--- config.mk ---
export PLATFORM = sky130hd
export DESIGN_NAME = udma_ethernet_rx_desc_ctrl
export DESIGN_NICKNAME = d
export VERILOG_FILES = /design/src/rtl/udma_ethernet_rx_desc_ctrl.sv
export SDC_FILE = /design/constraint.sdc
export NUM_CORES = 1
export LEC_CHECK = 0
export ABC_CLOCK_PERIOD_IN_PS = 4050
export BUFFER_PORTS_ARGS = -buffer_cell sky130_fd_sc_hd__buf_2
export CAP_MARGIN = 5
export CORE_ASPECT_RATIO = 0.5
export CORE_MARGIN = 3
export CORE_UTILIZATION = 40
export DETAILED_ROUTE_END_ITERATION = 8
export HOLD_SLACK_MARGIN = 0.05
export SLEW_MARGIN = 10
export SYNTH_ARGS = -nofsm -noshare
export SYNTH_HDL_FRONTEND = slang
export SYNTH_SLANG_ARGS = --single-unit
--- constraint.sdc ---
create_clock -name clk_i -period 4.05 [get_ports clk_i]
set_input_delay 1.215 -clock clk_i [delete_from_list [all_inputs] [get_ports clk_i]]
set_output_delay 1.215 -clock clk_i [all_outputs]
set_load 0.02 [all_outputs]
--- src/rtl/udma_ethernet_rx_desc_ctrl.sv ---
// Ethernet RX descriptor controller: picks a free slot from a 4-entry descriptor ring, programs the
// uDMA RX channel, packs MAC bytes into 32-bit words and retires or drops each frame.
module udma_ethernet_rx_desc_ctrl #(
  parameter int L2_AWIDTH_NOAL = 12,
  parameter int TRANS_SIZE     = 16,
  parameter int MAX_FRAME      = 1536
) (
  input  logic                      clk_i,
  input  logic                      rst_i,
  input  logic                      en_i,
  input  logic [L2_AWIDTH_NOAL-1:0] cfg_rx_startaddr0_i,
  input  logic [L2_AWIDTH_NOAL-1:0] cfg_rx_startaddr1_i,
  input  logic [L2_AWIDTH_NOAL-1:0] cfg_rx_startaddr2_i,
  input  logic [L2_AWIDTH_NOAL-1:0] cfg_rx_startaddr3_i,
  input  logic [3:0]                desc_full_i,
  input  logic [7:0]                rx_data_i,
  input  logic                      rx_valid_i,
  input  logic                      rx_last_i,
  input  logic                      rx_err_i,
  output logic                      rx_ready_o,
  output logic [L2_AWIDTH_NOAL-1:0] ch_startaddr_o,
  output logic [TRANS_SIZE-1:0]     ch_size_o,
  output logic                      ch_en_o,
  output logic [31:0]               data_o,
  output logic [1:0]                datasize_o,
  output logic                      valid_o,
  input  logic                      ready_i,
  output logic [1:0]                rx_pointer_o,
  output logic [TRANS_SIZE-1:0]     rx_size_o,
  output logic                      drop_o,
  output logic [2:0]                state_o
);

  // Handshake: a byte moves when rx_valid_i && rx_ready_o at a rising edge; a word moves when
  // valid_o && ready_i at a rising edge. valid_o and data_o hold until that edge.

  typedef enum logic [2:0] {
    ST_IDLE  = 3'd0,
    ST_ARM   = 3'd1,
    ST_RECV  = 3'd2,
    ST_FLUSH = 3'd3,
    ST_DONE  = 3'd4,
    ST_DROP  = 3'd5
  } state_e;

  localparam logic [TRANS_SIZE-1:0] MAX_CNT = TRANS_SIZE'(MAX_FRAME);

  state_e                    state_q, state_d;
  logic [1:0]                slot_q, slot_d;
  logic [TRANS_SIZE-1:0]     cnt_q, cnt_d;
  logic [23:0]               pack_q, pack_d;
  logic [1:0]                pack_cnt_q, pack_cnt_d;
  logic [31:0]               out_data_q, out_data_d;
  logic                      out_valid_q, out_valid_d;
  logic [1:0]                ptr_q, ptr_d;
  logic [TRANS_SIZE-1:0]     size_q, size_d;
  logic [L2_AWIDTH_NOAL-1:0] ch_addr_q, ch_addr_d;
  logic [TRANS_SIZE-1:0]     ch_size_q, ch_size_d;
  logic                      drop_q, drop_d;

  logic                      rx_ready_c;
  logic                      byte_acc;
  logic                      out_free;
  logic [1:0]                slot_nxt;
  logic [L2_AWIDTH_NOAL-1:0] slot_addr;
  logic [TRANS_SIZE-1:0]     cnt_inc;

  assign slot_nxt = ptr_q + 2'd1;
  assign cnt_inc  = cnt_q + 1'b1;
  assign out_free = ~out_valid_q | ready_i;

  always_comb begin
    slot_addr = cfg_rx_startaddr0_i;
    case (slot_nxt)
      2'd1:    slot_addr = cfg_rx_startaddr1_i;
      2'd2:    slot_addr = cfg_rx_startaddr2_i;
      2'd3:    slot_addr = cfg_rx_startaddr3_i;
      default: slot_addr = cfg_rx_startaddr0_i;
    endcase
  end

  // In RECV, stall only when a fourth byte would complete a word with nowhere to put it.
  always_comb begin
    rx_ready_c = 1'b0;
    if (state_q == ST_RECV) begin
      rx_ready_c = ~((pack_cnt_q == 2'd3) & ~out_free);
    end else if (state_q == ST_DROP) begin
      rx_ready_c = 1'b1;
    end
  end

  assign byte_acc = rx_valid_i & rx_ready_c;

  always_comb begin
    state_d     = state_q;
    slot_d      = slot_q;
    cnt_d       = cnt_q;
    pack_d      = pack_q;
    pack_cnt_d  = pack_cnt_q;
    out_data_d  = out_data_q;
    out_valid_d = out_valid_q & ~ready_i;
    ptr_d       = ptr_q;
    size_d      = size_q;
    ch_addr_d   = ch_addr_q;
    ch_size_d   = ch_size_q;
    drop_d      = 1'b0;

    case (state_q)
      ST_IDLE: begin
        if (en_i && rx_valid_i) begin
          slot_d = slot_nxt;
          if (desc_full_i[slot_nxt]) begin
            state_d = ST_DROP;
            drop_d  = 1'b1;
          end else begin
            state_d   = ST_ARM;
            ch_addr_d = slot_addr;
            ch_size_d = MAX_CNT;
          end
        end
      end

      ST_ARM: begin
        cnt_d      = '0;
        pack_d     = '0;
        pack_cnt_d = '0;
        state_d    = ST_RECV;
      end

      ST_RECV: begin
        if (byte_acc) begin
          cnt_d = cnt_inc;
          if (rx_last_i && rx_err_i) begin
            pack_d     = '0;
            pack_cnt_d = '0;
            drop_d     = 1'b1;
            state_d    = ST_IDLE;
          end else begin
            pack_cnt_d = pack_cnt_q + 2'd1;
            case (pack_cnt_q)
              2'd0: pack_d[7:0]   = rx_data_i;
              2'd1: pack_d[15:8]  = rx_data_i;
              2'd2: pack_d[23:16] = rx_data_i;
              default: begin
                out_data_d  = {rx_data_i, pack_q};
                out_valid_d = 1'b1;
                pack_d      = '0;
              end
            endcase
            if (rx_last_i) begin
              state_d = ST_FLUSH;
            end else if (cnt_inc == MAX_CNT) begin
              pack_d     = '0;
              pack_cnt_d = '0;
              drop_d     = 1'b1;
              state_d    = ST_DROP;
            end
          end
        end
      end

      // Unused upper bytes of pack_q are already zero, so the tail word is naturally padded.
      ST_FLUSH: begin
        if (pack_cnt_q != 2'd0) begin
          if (out_free) begin
            out_data_d  = {8'h00, pack_q};
            out_valid_d = 1'b1;
            pack_d      = '0;
            pack_cnt_d  = '0;
          end
        end else if (!out_valid_q || ready_i) begin
          state_d = ST_DONE;
        end
      end

      ST_DONE: begin
        ptr_d   = slot_q;
        size_d  = cnt_q;
        state_d = ST_IDLE;
      end

      ST_DROP: begin
        if (byte_acc && rx_last_i) begin
          state_d = ST_IDLE;
        end
      end

      default: state_d = ST_IDLE;
    endcase
  end

  always_ff @(posedge clk_i) begin
    if (rst_i) begin
      state_q     <= ST_IDLE;
      slot_q      <= 2'd0;
      cnt_q       <= '0;
      pack_q      <= '0;
      pack_cnt_q  <= 2'd0;
      out_data_q  <= '0;
      out_valid_q <= 1'b0;
      ptr_q       <= 2'b11;
      size_q      <= '0;
      ch_addr_q   <= '0;
      ch_size_q   <= '0;
      drop_q      <= 1'b0;
    end else begin
      state_q     <= state_d;
      slot_q      <= slot_d;
      cnt_q       <= cnt_d;
      pack_q      <= pack_d;
      pack_cnt_q  <= pack_cnt_d;
      out_data_q  <= out_data_d;
      out_valid_q <= out_valid_d;
      ptr_q       <= ptr_d;
      size_q      <= size_d;
      ch_addr_q   <= ch_addr_d;
      ch_size_q   <= ch_size_d;
      drop_q      <= drop_d;
    end
  end

  assign rx_ready_o     = rx_ready_c;
  assign ch_startaddr_o = ch_addr_q;
  assign ch_size_o      = ch_size_q;
  assign ch_en_o        = (state_q == ST_ARM);
  assign data_o         = out_data_q;
  assign datasize_o     = 2'b10;
  assign valid_o        = out_valid_q;
  assign rx_pointer_o   = ptr_q;
  assign rx_size_o      = size_q;
  assign drop_o         = drop_q;
  assign state_o        = state_q;

endmodule

==> impl_metrics.yaml <==
run_status:
  outcome: "finished clean"
clock_network:
  root_buffer: "clkbuf_16"
  cts.sink_count: 112
  clock_latency_ns: 0.36
  clock_path_buffers: 2
  cts_tree: "built"
  post_cts_resized: 0
  hold_buffers: 0
  htree_levels: 3
  cts_inserted_buffers: 9
  cts.reportedPaths.clkPinSlew_ns: 0.08
  cts_setup_buffers: 0
worst_setup_path:
  worstPathRequired_ns: 2.83
  critical_path_class: "flop to output port"
  cp-start-kind: "flop"
  worstPathMaxFanout: 16
  arrival_ns: 1.93
  end_kind: "output port"
logic_synthesis:
  avgSynthCellArea_um2: 8.07
  ys.flop_type: "dfxtp_1"
  synth_cell_types: 61
  yosys_warnings: 0
  async_flop_share: 0
  synth_cells: 711
  syn_area_um2: 5740
  synth.top_cell.area_share: 0.391
  synth_edf_count: 0
  synth_top_area_cell: "dfxtp_1"
  ys_ff_latch: 112
  synth_area_leaders: "dfxtp_1 (39%), nand2_1 (10%), a21oi_1 (6.2%), buf_4 (3.3%), o211ai_1 (3.3%)"
  seq_area_frac_synth: 0.391
timing:
  rsz0062_at_grt: "false"
  fin_skew_ns: 0.0139
  period_share: 0.777
  worst_slew_margin_rel: 0.402
  tightestPinTransition_ns: 0.897
  final.setup.tns_ns: 0
  fmax_mhz: 318
  maxSlewViolCount: 0
  setup_viol: 0
  hold_viol_final: 0
  min_period_ns: 3.15
hold_path:
  hp-class: "flop to flop"
layout:
  final_cell_mix: "nand2_1 (155), buf_2 (137), dfxtp_1 (112), a21oi_1 (71), nor2_1 (43)"
  antenna-diode-count: 0
  final_net_count: 885
  drive_above_1_share: 0.224
  fin_util: 0.487
  area_growth_pct: 17.0
  final_common_cell: "nand2_1"
floorplanning:
  die_height_um: 90.7
  core_um2: 13800
  fp-row-count: 30
  boundaryPins: 154
  fp.dieArea_um2: 15900
  die_w_um: 175
  start_util: 0.417
detailed_routing:
  routed_wirelength_mm: 15.5
  drt_iter0_drc: 326
  vias_per_cell: 5.41
  vias: 5428
  post_drt_wl_per_cell_um: 15.5
  drt_pass1_iterations: 5
  ant_nets: 0
  drc: 0
global_route:
  grt_pass1_wl_mm: 25.4
  overflow: 0
  grt_max_degree: 86
  grt_use_total: 0.192
  antenna_found_initial: 0
  grt_pass1_vias: 4992
pwr:
  power_density_nw_per_um2: 431
  vdd_drop_max_mv: 0.190
  power_leakage_nw: 2.64
run:
  max-cap-violations: 0
placed_design:
  gp_congestion: 0.836
  hpwl_mm: 10.9
  io_buffers: 137
## critical path, stage by stage, from the launching register on
cell and delay, ns:
dfxtp_1 0.62, nor3b_2 0.53, a22o_1 0.25, buf_2 0.18
## layout make-up
class	count	area, µm²
Fill cell	1372	7060
Multi-Input combinational cell	525	3110
Sequential cell	112	2240
Timing Repair Buffer	149	776
Tap cell	192	240
Clock buffer	10	239
Clock inverter	6	73.8
Inverter	10	37.5
## metal layers
metal / GRT usage / vias up / wire length [µm]
met4: 0.0458 / 0 / 191
li1: - / 2711 / -
met3: 0.0512 / 19 / 1050
met1: 0.255 / 2524 / 7190
met2: 0.312 / 174 / 7110
met5: 0 / - / 0
## path summary, 6_finish.rpt
check	start	to	slack [ns]	cells past startpoint
setup / recovery	state_o[1]$_SDFFE_PP0P_	rx_ready_o	0.90	3
hold / removal	data_o[5]$_SDFFE_PP0P_	data_o[5]$_SDFFE_PP0P_	0.45	2
setup reg to reg	cnt_q[0]$_SDFFE_PP0P_	pack_q[1]$_SDFFE_PP0P_	1.09	7
hold reg to reg	data_o[5]$_SDFFE_PP0P_	data_o[5]$_SDFFE_PP0P_	0.45	2
## state kept, by name, indices dropped and copies added (netlist names)
| register | cells |
|---|---|
| data_o | 32 |
| cnt_q | 16 |
| pack_cnt_q | 2 |
| valid_o | 1 |
| ch_startaddr_o | 12 |
| slot_q | 2 |
| ch_size_o | 1 |
| rx_size_o | 16 |
| pack_q | 24 |
| rx_pointer_o | 2 |
| drop_o | 1 |
| state_o | 3 |
## stage by stage
stage,worst slack [ns],total power [mW],hold slack [ns],std cells,instance area (µm²)
2_1_floorplan,1.20,1.75,0.436,725,5790
3_3_place_gp,0.894,1.97,0.440,988,6400
3_5_place_dp,0.853,1.97,0.443,988,6400
4_1_cts,0.891,2.92,0.455,1004,6710
5_1_grt,0.750,3.05,0.472,1004,6710
6_report,0.902,2.89,0.452,1004,6710
## power breakdown
part	switching, mW	leakage (nW)	internal, mW	total [mW]
combinational	0.494	1.59	0.241	0.735
sequential	0.0676	0.903	1.14	1.21
clock	0.439	0.148	0.506	0.946
## synthesized netlist by cell type (all sizes together) (2+ instances only)
| cell | instances |
|---|---|
| o21a | 4 |
| a22o | 2 |
| nand3 | 16 |
| nand3b | 9 |
| dfxtp | 112 |
| nand4 | 5 |
| and4 | 2 |
| or3 | 3 |
| a311oi | 3 |
| nor4 | 8 |
| nor3b | 17 |
| nor3 | 7 |
| nor2 | 43 |
| o211a | 3 |
| conb | 2 |
| buf | 36 |
| o21ai | 25 |
| a31oi | 5 |
| a21oi | 71 |
| or4 | 2 |
| mux2i | 13 |
| o211ai | 25 |
| and3 | 12 |
| ha | 11 |
| o31ai | 3 |
| nor2b | 4 |
| a211oi | 2 |
| o22ai | 2 |
| nand2 | 156 |
| xnor2 | 3 |
| a211o | 2 |
| o311ai | 28 |
| clkbuf | 42 |
| a222oi | 12 |
| inv | 10 |
## logic make-up after synthesis
kind of cell	after synthesis	synth area share
buf+inv	88	0.0802
mux	14	0.0266
other cells	2	0.00131
xor+xnor	3	0.00458
flops	112	0.391
compound gates	194	0.237
fa+ha+maj	11	0.0240
simple gates	287	0.235
Note: power is estimated with default switching activity, not from simulation.
